===== src/rtl/sipo.sv =====
// rtl/sipo.sv - serial-in/parallel-out receiver paired with the piso transmitter
module sipo #(
  parameter int WIDTH      = 42,
  parameter int EXTRA_BITS = 9
) (
  input  logic             clk,
  input  logic             rst,
  input  logic             start,
  input  logic             data_in,
  output logic [WIDTH-1:0] data_out,
  output logic             valid,
  output logic             busy
);

  localparam int CW = $clog2(WIDTH + EXTRA_BITS + 2);
  localparam logic [CW-1:0] SKIP_LOAD  = CW'(EXTRA_BITS + 1);
  localparam logic [CW-1:0] SHIFT_LOAD = CW'(WIDTH);
  localparam logic [CW-1:0] CNT_ONE    = CW'(1);

  typedef enum logic [1:0] {
    IDLE,
    SKIP,
    SHIFT
  } state_t;

  state_t           state_q, state_d;
  logic [CW-1:0]    cnt_q, cnt_d;
  logic [WIDTH-1:0] shift_q, shift_d;
  logic             done;

  always_comb begin
    state_d = state_q;
    cnt_d   = cnt_q;
    shift_d = shift_q;
    done    = 1'b0;
    case (state_q)
      IDLE: ;
      SKIP: begin
        if (cnt_q == CNT_ONE) begin
          state_d = SHIFT;
          cnt_d   = SHIFT_LOAD;
        end else begin
          cnt_d = cnt_q - CNT_ONE;
        end
      end
      SHIFT: begin
        shift_d = {shift_q[WIDTH-2:0], data_in};
        cnt_d   = cnt_q - CNT_ONE;
        if (cnt_q == CNT_ONE) begin
          done    = 1'b1;
          state_d = IDLE;
        end
      end
      default: state_d = IDLE;
    endcase
    // A start always opens a fresh frame, even mid-frame or on the completion edge.
    if (start) begin
      state_d = SKIP;
      cnt_d   = SKIP_LOAD;
    end
  end

  always_ff @(posedge clk) begin
    if (rst) begin
      state_q  <= IDLE;
      cnt_q    <= '0;
      shift_q  <= '0;
      data_out <= '0;
      valid    <= 1'b0;
      busy     <= 1'b0;
    end else begin
      state_q <= state_d;
      cnt_q   <= cnt_d;
      shift_q <= shift_d;
      valid   <= done;
      busy    <= (state_d != IDLE);
      if (done) data_out <= shift_d;
    end
  end

endmodule


===== config.mk =====
export PLATFORM = sky130hd
export DESIGN_NAME = sipo
export DESIGN_NICKNAME = d
export VERILOG_FILES = /design/src/rtl/sipo.sv
export SDC_FILE = /design/constraint.sdc
export NUM_CORES = 1
export LEC_CHECK = 0
export ABC_CLOCK_PERIOD_IN_PS = 1900
export CAP_MARGIN = 0
export CORE_ASPECT_RATIO = 1.25
export CORE_MARGIN = 5
export CORE_UTILIZATION = 35
export CTS_CLUSTER_DIAMETER = 100
export DETAILED_ROUTE_END_ITERATION = 8
export GPL_TIMING_DRIVEN = 0
export HOLD_SLACK_MARGIN = 0.1
export MAX_ROUTING_LAYER = met4
export SYNTH_ARGS = -nofsm -noshare
export SYNTH_HDL_FRONTEND = slang
export SYNTH_SLANG_ARGS = --single-unit

===== constraint.sdc =====
create_clock -name clk -period 1.9 [get_ports clk]
set_input_delay 0.475 -clock clk [delete_from_list [all_inputs] [get_ports clk]]
set_output_delay 0.475 -clock clk [all_outputs]
set_load 0.005 [all_outputs]

==> results.toml, run 1 <==
[status]
run_status = "finished, final reports clean"

[global_routing]
globalRoute.totalOverflow = 0
grt_max_degree = 16
gr-usage-met3 = 0.0305
grt_util_met1 = 0.142
grt_pass1_wl_um = 11700
gr-usage-all-layers = 0.124
gr-usage-met2 = 0.203
grt_antenna_before_repair = 0
first_global_vias = 2521
gr-max-usage-layer = "met2"

[clock_network]
clock-root-buffer = "clkbuf_16"
cts_inserted_buffers = 9
cts_tree = "built"
worstSkewPairLatency_ps = 340
htree_num_levels = 3
cts_max_path_buffers = 2
path_clk_slew_ps = 60
cts.sinks = 93

[synthesis]
synth_edf_count = 0
asyncSetResetFlopFracSynth = 0
synthTopCellsByArea = "dfxtp_1 (54%), mux2i_1 (12%), nand2_1 (9.5%), a21oi_1 (6.2%), nor2_1 (5.4%)"
mappedNetlistArea_sq_um = 3450
ys.warnings.count = 0
share_of_the_yosys_chip_area_belonging_to_registers = 0.540
yosysTopAreaCell = "dfxtp_1"
postSynth.topFlopCell = "dfxtp_1"
synthDominantCellAreaShare = 0.540
netlist-cell-type-count = 34
postSynthRegisterBits = 93
synthTopCellsByCount = "dfxtp_1 (93), nand2_1 (87), nor2_1 (50), a21oi_1 (43), mux2i_1 (41)"
syn-mean-instance-area_sq_um = 9.07
netlist_instances = 380
syn-num-nets = 390
synth_most_common_cell = "dfxtp_1"

[routing]
firstDrtPassIters = 4
routed_wirelength_um = 6900
via_per_inst = 4.55
drc = 0
antenna_violating_nets_post_route = 0
first_iter_violations = 92
routed-via-count = 2586
average_wire_per_standard_cell_um = 12.2

[finish]
layout.area.seq_sq_um = 1860
layout-drive-gt1-share = 0.0882
fill_cells = 993
syn_to_final_growth_pct = 26.4
antennaDiodeCount = 0
multi_input_comb_area_sq_um = 1440
finish.net_count = 447
fin_cells = 568
layout.core_utilization = 0.454
final_design_area_no_fill_sq_um = 4360

[timing]
timing.final.hold_violations = 0
final.period_utilization = 0.912
fmax_mhz = 577
maxSlewViolCount = 0
finalClockSkew_ps = 5.29
report.final.setup_viol = 0
grt_setup_unrepaired = "false"
timing.max_slew.rel_slack = 0.685
worst-slew-pin-transition_ps = 473
layout_min_cycle_time_ps = 1730

[worst_setup_path]
rrSetupSlack_ps = 170
crit_path_start_kind = "flop"
worst_path_maximum_fanout = 10
worstPathRequired_ps = 2160
criticalPathCategory = "reg -> reg"
r2r-start = "cnt_q[1]"
worstSetupEndpointType = "flop"
worstRegToRegCells = 8
cp_data_arrival_time_ps = 2000
reg2reg_to = "data_out[38]"

[floorplan]
floorplan.initialDensity = 0.359
die_width_um = 98.8
design.die.area_sq_um = 11900
core_area_sq_um = 9610
design.portCount = 48
std_cell_rows = 40
die_height_um = 121

[placed_design]
io_buffer_count = 45
cell_area_after_placement_sq_um = 4060
gp_congestion = 0.716
hpwl_um = 4840
placed_cells_incl_taps = 551

[pwr]
cellPowerDensity_nw_per_um2 = 850
cell_leakage_power_nw = 1.46
vdd.ir_drop.worst_mv = 0.455

[worst_hold_path]
min_from = "data_out[19]"
hold_class = "reg -> reg"
whs_endpoint = "data_out[19]"
hold_depth = 2

[job]
cap_violations = 0
logic make-up (layout without fill, tap and decap cells):
logic type      count (synthesis)  in the layout  synth area share
simple gates                  151            151             0.177
mux                            41             41             0.119
fa+ha+maj                       6              6            0.0218
flops                          93             93             0.540
compound gates                 54             54            0.0874
buf+inv                        32             94            0.0468
xor+xnor                        3              3           0.00762
worst max-delay path by stage:
stage	from	to	cells past startpoint
final	cnt_q[1]	data_out[38]	8
after global routing	cnt_q[1]	data_out[26]	8
after CTS	cnt_q[0]	data_out[38]	6
after detailed placement	cnt_q[0]	data_out[38]	6
after global placement	cnt_q[0]	data_out[3]	6
after floorplan	cnt_q[0]	data_out[0]	6
timing repair:
item / in CTS / in global routing
pin swaps: 0 / 1
endpoints found under the setup margin: 39 / 40
buffers inserted: 0 / 1
resized for setup: 1 / 15
hold buffers: 0 / 0
final cells by class:
cell class                 instances  share of cell area
clock buffer                      10              0.0525
timing repair buffer              46               0.105
sequential                        93               0.427
clock inverter                     6             0.00861
multi-input combinational        255               0.331
tap                              126              0.0362
inverter                           7             0.00603
buffer                            25              0.0330
routing by layer:
metal / wire (um) / up-vias
met3: 242 / 8
met2: 3360 / 44
met5: 0 / -
met1: 3190 / 1166
li1: - / 1368
met4: 107 / 0
flip-flops by register name, summed over array words and instances, names as in the netlist:
name and flops:
data_out 42, shift_q 41, cnt_q 6, state_q 2
busy 1, valid 1
power by group:
group / switching, W / leakage (nW) / internal [W]
sequential: 0.0000140 / 0.751 / 0.00196
combinational: 0.0000770 / 0.574 / 0.0000422
clock: 0.000726 / 0.136 / 0.000884
total: 0.000817 / 1.46 / 0.00289
layout by cell type (no fill, tap or decap), types with 2 or more instances in the layout:
master           count
a211oi_1             2
a21oi_1             42
buf_1                3
buf_2                7
buf_6                5
clkbuf_1             8
clkbuf_16            9
clkbuf_2             3
clkdlybuf4s50_1     45
clkinv_2             4
dfxtp_1             92
ha_1                 5
inv_1                6
mux2i_1             41
nand2_1             87
nor2_1              50
nor3_1               3
nor4_1               2
xnor2_1              2
critical path, stage by stage, from the launching register on:
cell and delay [ps]:
dfxtp_1 360, inv_2 80, ha_2 170, nor3b_4 340
and3_1 230, buf_6 140, buf_6 140, nand2_1 70
a21oi_1 130
per-stage QoR:
stage                     worst slack, ps  hold WS (ps)  total power, W  TNS, ps
after detailed placement            -96.3           448         0.00213    -2780
after CTS                            14.8           456         0.00376        0
after global routing                 17.2           470         0.00385        0
after global placement              -89.4           444         0.00213    -2790
after floorplan                       364           431         0.00210        0
final                                 168           455         0.00370        0
Power figures use the tool's default switching activity.
==> run 2: changes to the inputs <==
Settings changed: CORE_MARGIN 5 to default, CTS_BUF_LIST from default to sky130_fd_sc_hd__clkbuf_2 sky130_fd_sc_hd__clkbuf_4 sky130_fd_sc_hd__clkbuf_8.
==> results.toml, run 2 (synthesis gave the netlist of run 1 again) <==
[pwr]
vdd.ir_drop.worst_mv = 0.345
cellPowerDensity_nw_per_um2 = 766
cell_leakage_power_nw = 1.42

[worst_setup_path]
rrSetupSlack_ps = 190
crit_path_start_kind = "flop"
worstPathRequired_ps = 2200
cp-endpoint = "data_out[36]"
crit_path_cell_trace = "inv_1 > ha_1 > nor3b_4 > and3_1 > buf_4 > buf_6 > nand2_1 > a21oi_1"
worstSetupEndpointType = "flop"
reg2reg_to = "data_out[36]"
r2r-start = "cnt_q[1]"
critical-path-slowest-cell = "dfxtp_2"
worst_path_maximum_fanout = 10
worstSetupStartpoint = "cnt_q[1]"
criticalPathCategory = "reg -> reg"
cp_data_arrival_time_ps = 2000
slowest_stage_delay_cp_ps = 360
worstRegToRegCells = 8

[routing]
first_iter_violations = 89
firstDrtPassIters = 4
antenna_violating_nets_post_route = 0
routed-via-count = 2638
routed_wirelength_um = 6570
drc = 0
average_wire_per_standard_cell_um = 11.5
via_per_inst = 4.64

[finish]
syn_to_final_growth_pct = 23.7
finish.net_count = 448
antennaDiodeCount = 0
layout.core_utilization = 0.444
final_cell_mix = "dfxtp_1 (91), nand2_1 (87), nor2_1 (50), clkdlybuf4s50_1 (45), a21oi_1 (43)"
largest_register_ff_count = 42
most_common_cell_after_layout_fill_and_taps_aside = "dfxtp_1"
largestRegisters = "data_out (42), shift_q (41), cnt_q (6)"
fill_cells = 1002
regMostFlops = "data_out"
fin_cells = 569
layout-drive-gt1-share = 0.0880

[clock_network]
worstSkewPairLatency_ps = 360
htree_num_levels = 3
clock-root-buffer = "clkbuf_8"
cts_tree = "built"
cts.sinks = 93
path_clk_slew_ps = 90
cts_inserted_buffers = 9
cts_max_path_buffers = 2

[timing]
layout_min_cycle_time_ps = 1710
worst-slew-pin-transition_ps = 483
maxSlewViolCount = 0
grt_setup_unrepaired = "false"
final.period_utilization = 0.898
timing.max_slew.rel_slack = 0.678
fmax_mhz = 586
timing.final.hold_violations = 0
report.final.setup_viol = 0
postLayoutSetupSlackWorst_ps = 194
finalClockSkew_ps = 13.7

[global_routing]
grt_util_met1 = 0.167
grt_pass1_wl_um = 11700
gr-usage-all-layers = 0.145
globalRoute.totalOverflow = 0
first_global_vias = 2606
gr-usage-met2 = 0.237
grt_max_degree = 16
gr-max-usage-layer = "met2"
grt_antenna_before_repair = 0
gr-usage-met3 = 0.0309

[placed_design]
gp_congestion = 0.750
io_buffer_count = 45
placed_cells_incl_taps = 551
hpwl_um = 4620
preCtsSetupSlack_ps = -134

[floorplan]
core_area_sq_um = 9610
design.portCount = 48
floorplan.initialDensity = 0.359
std_cell_rows = 40
die_height_um = 113
design.die.area_sq_um = 10300
die_width_um = 90.8

[job]
cap_violations = 0

[worst_hold_path]
hold_depth = 2
min_from = "data_out[6]"
hold_class = "reg -> reg"

[status]
run_status = "finished, final reports clean"
-- run 2: cell types whose count changed in the layout (fill, tap and decap cells not counted), moves of 2 or more --
| cell | delta |
|---|---|
| clkbuf_16 | -9 |
| clkbuf_8 | +9 |
| buf_4 | +2 |
| clkbuf_4 | +2 |
| clkinv_2 | -2 |
-- run 2: routing by layer --
metal,vias to the layer above,share of wire
li1,1369,-
met1,1217,0.47
met2,43,0.48
met3,9,0.033
met4,0,0.019
met5,-,0
-- run 2: layout make-up --
type | count | area, sq um | area share
inverters | 7 | 26.3 | 0.00616
plain buffers | 25 | 140 | 0.0329
clock buffers | 11 | 139 | 0.0326
clock inverters | 5 | 35.0 | 0.00821
flip-flops and latches | 93 | 1860 | 0.437
well taps | 126 | 158 | 0.0370
multi-input cells | 255 | 1440 | 0.337
repair buffers | 47 | 465 | 0.109
-- run 2: repair_timing --
action / in CTS / in global routing
buffers inserted: 0 / 2
hold buffers: 0 / 0
pin swaps: 0 / 0
resized for setup: 2 / 9
endpoints found under the setup margin: 40 / 42
-- run 2: worst min path at each step --
| stage | end | slack [ps] |
|---|---|---|
| 2_1_floorplan | data_out[41] | 430 |
| 3_3_place_gp | data_out[7] | 450 |
| 3_5_place_dp | data_out[6] | 450 |
| 4_1_cts | state_q[0] | 460 |
| 5_1_grt | data_out[10] | 480 |
| 6_report | data_out[6] | 450 |
-- run 2: worst max-delay path: cells and delay by family, from the launching register on --
kind	cells	cell delay [ps]
buf+inv	3	400
fa+ha+maj	1	160
compound gates	1	130
simple gates	3	580
flops	1	360
-- run 2: where the power goes --
| group | leakage [nW] | internal [W] | switching, W |
|---|---|---|---|
| clock | 0.0905 | 0.000507 | 0.000669 |
| combinational | 0.583 | 0.0000433 | 0.0000768 |
| sequential | 0.751 | 0.00196 | 0.0000132 |
-- run 2: stage by stage --
step                hold slack (ps)  total power [W]  area, sq um  TNS, ps
global route                    478          0.00342         4270        0
finish                          455          0.00327         4270        0
detailed placement              448          0.00213         4060    -4220
global placement                445          0.00213         4060    -3610
floorplan                       431          0.00210         3450        0
CTS                             457          0.00332         4240        0
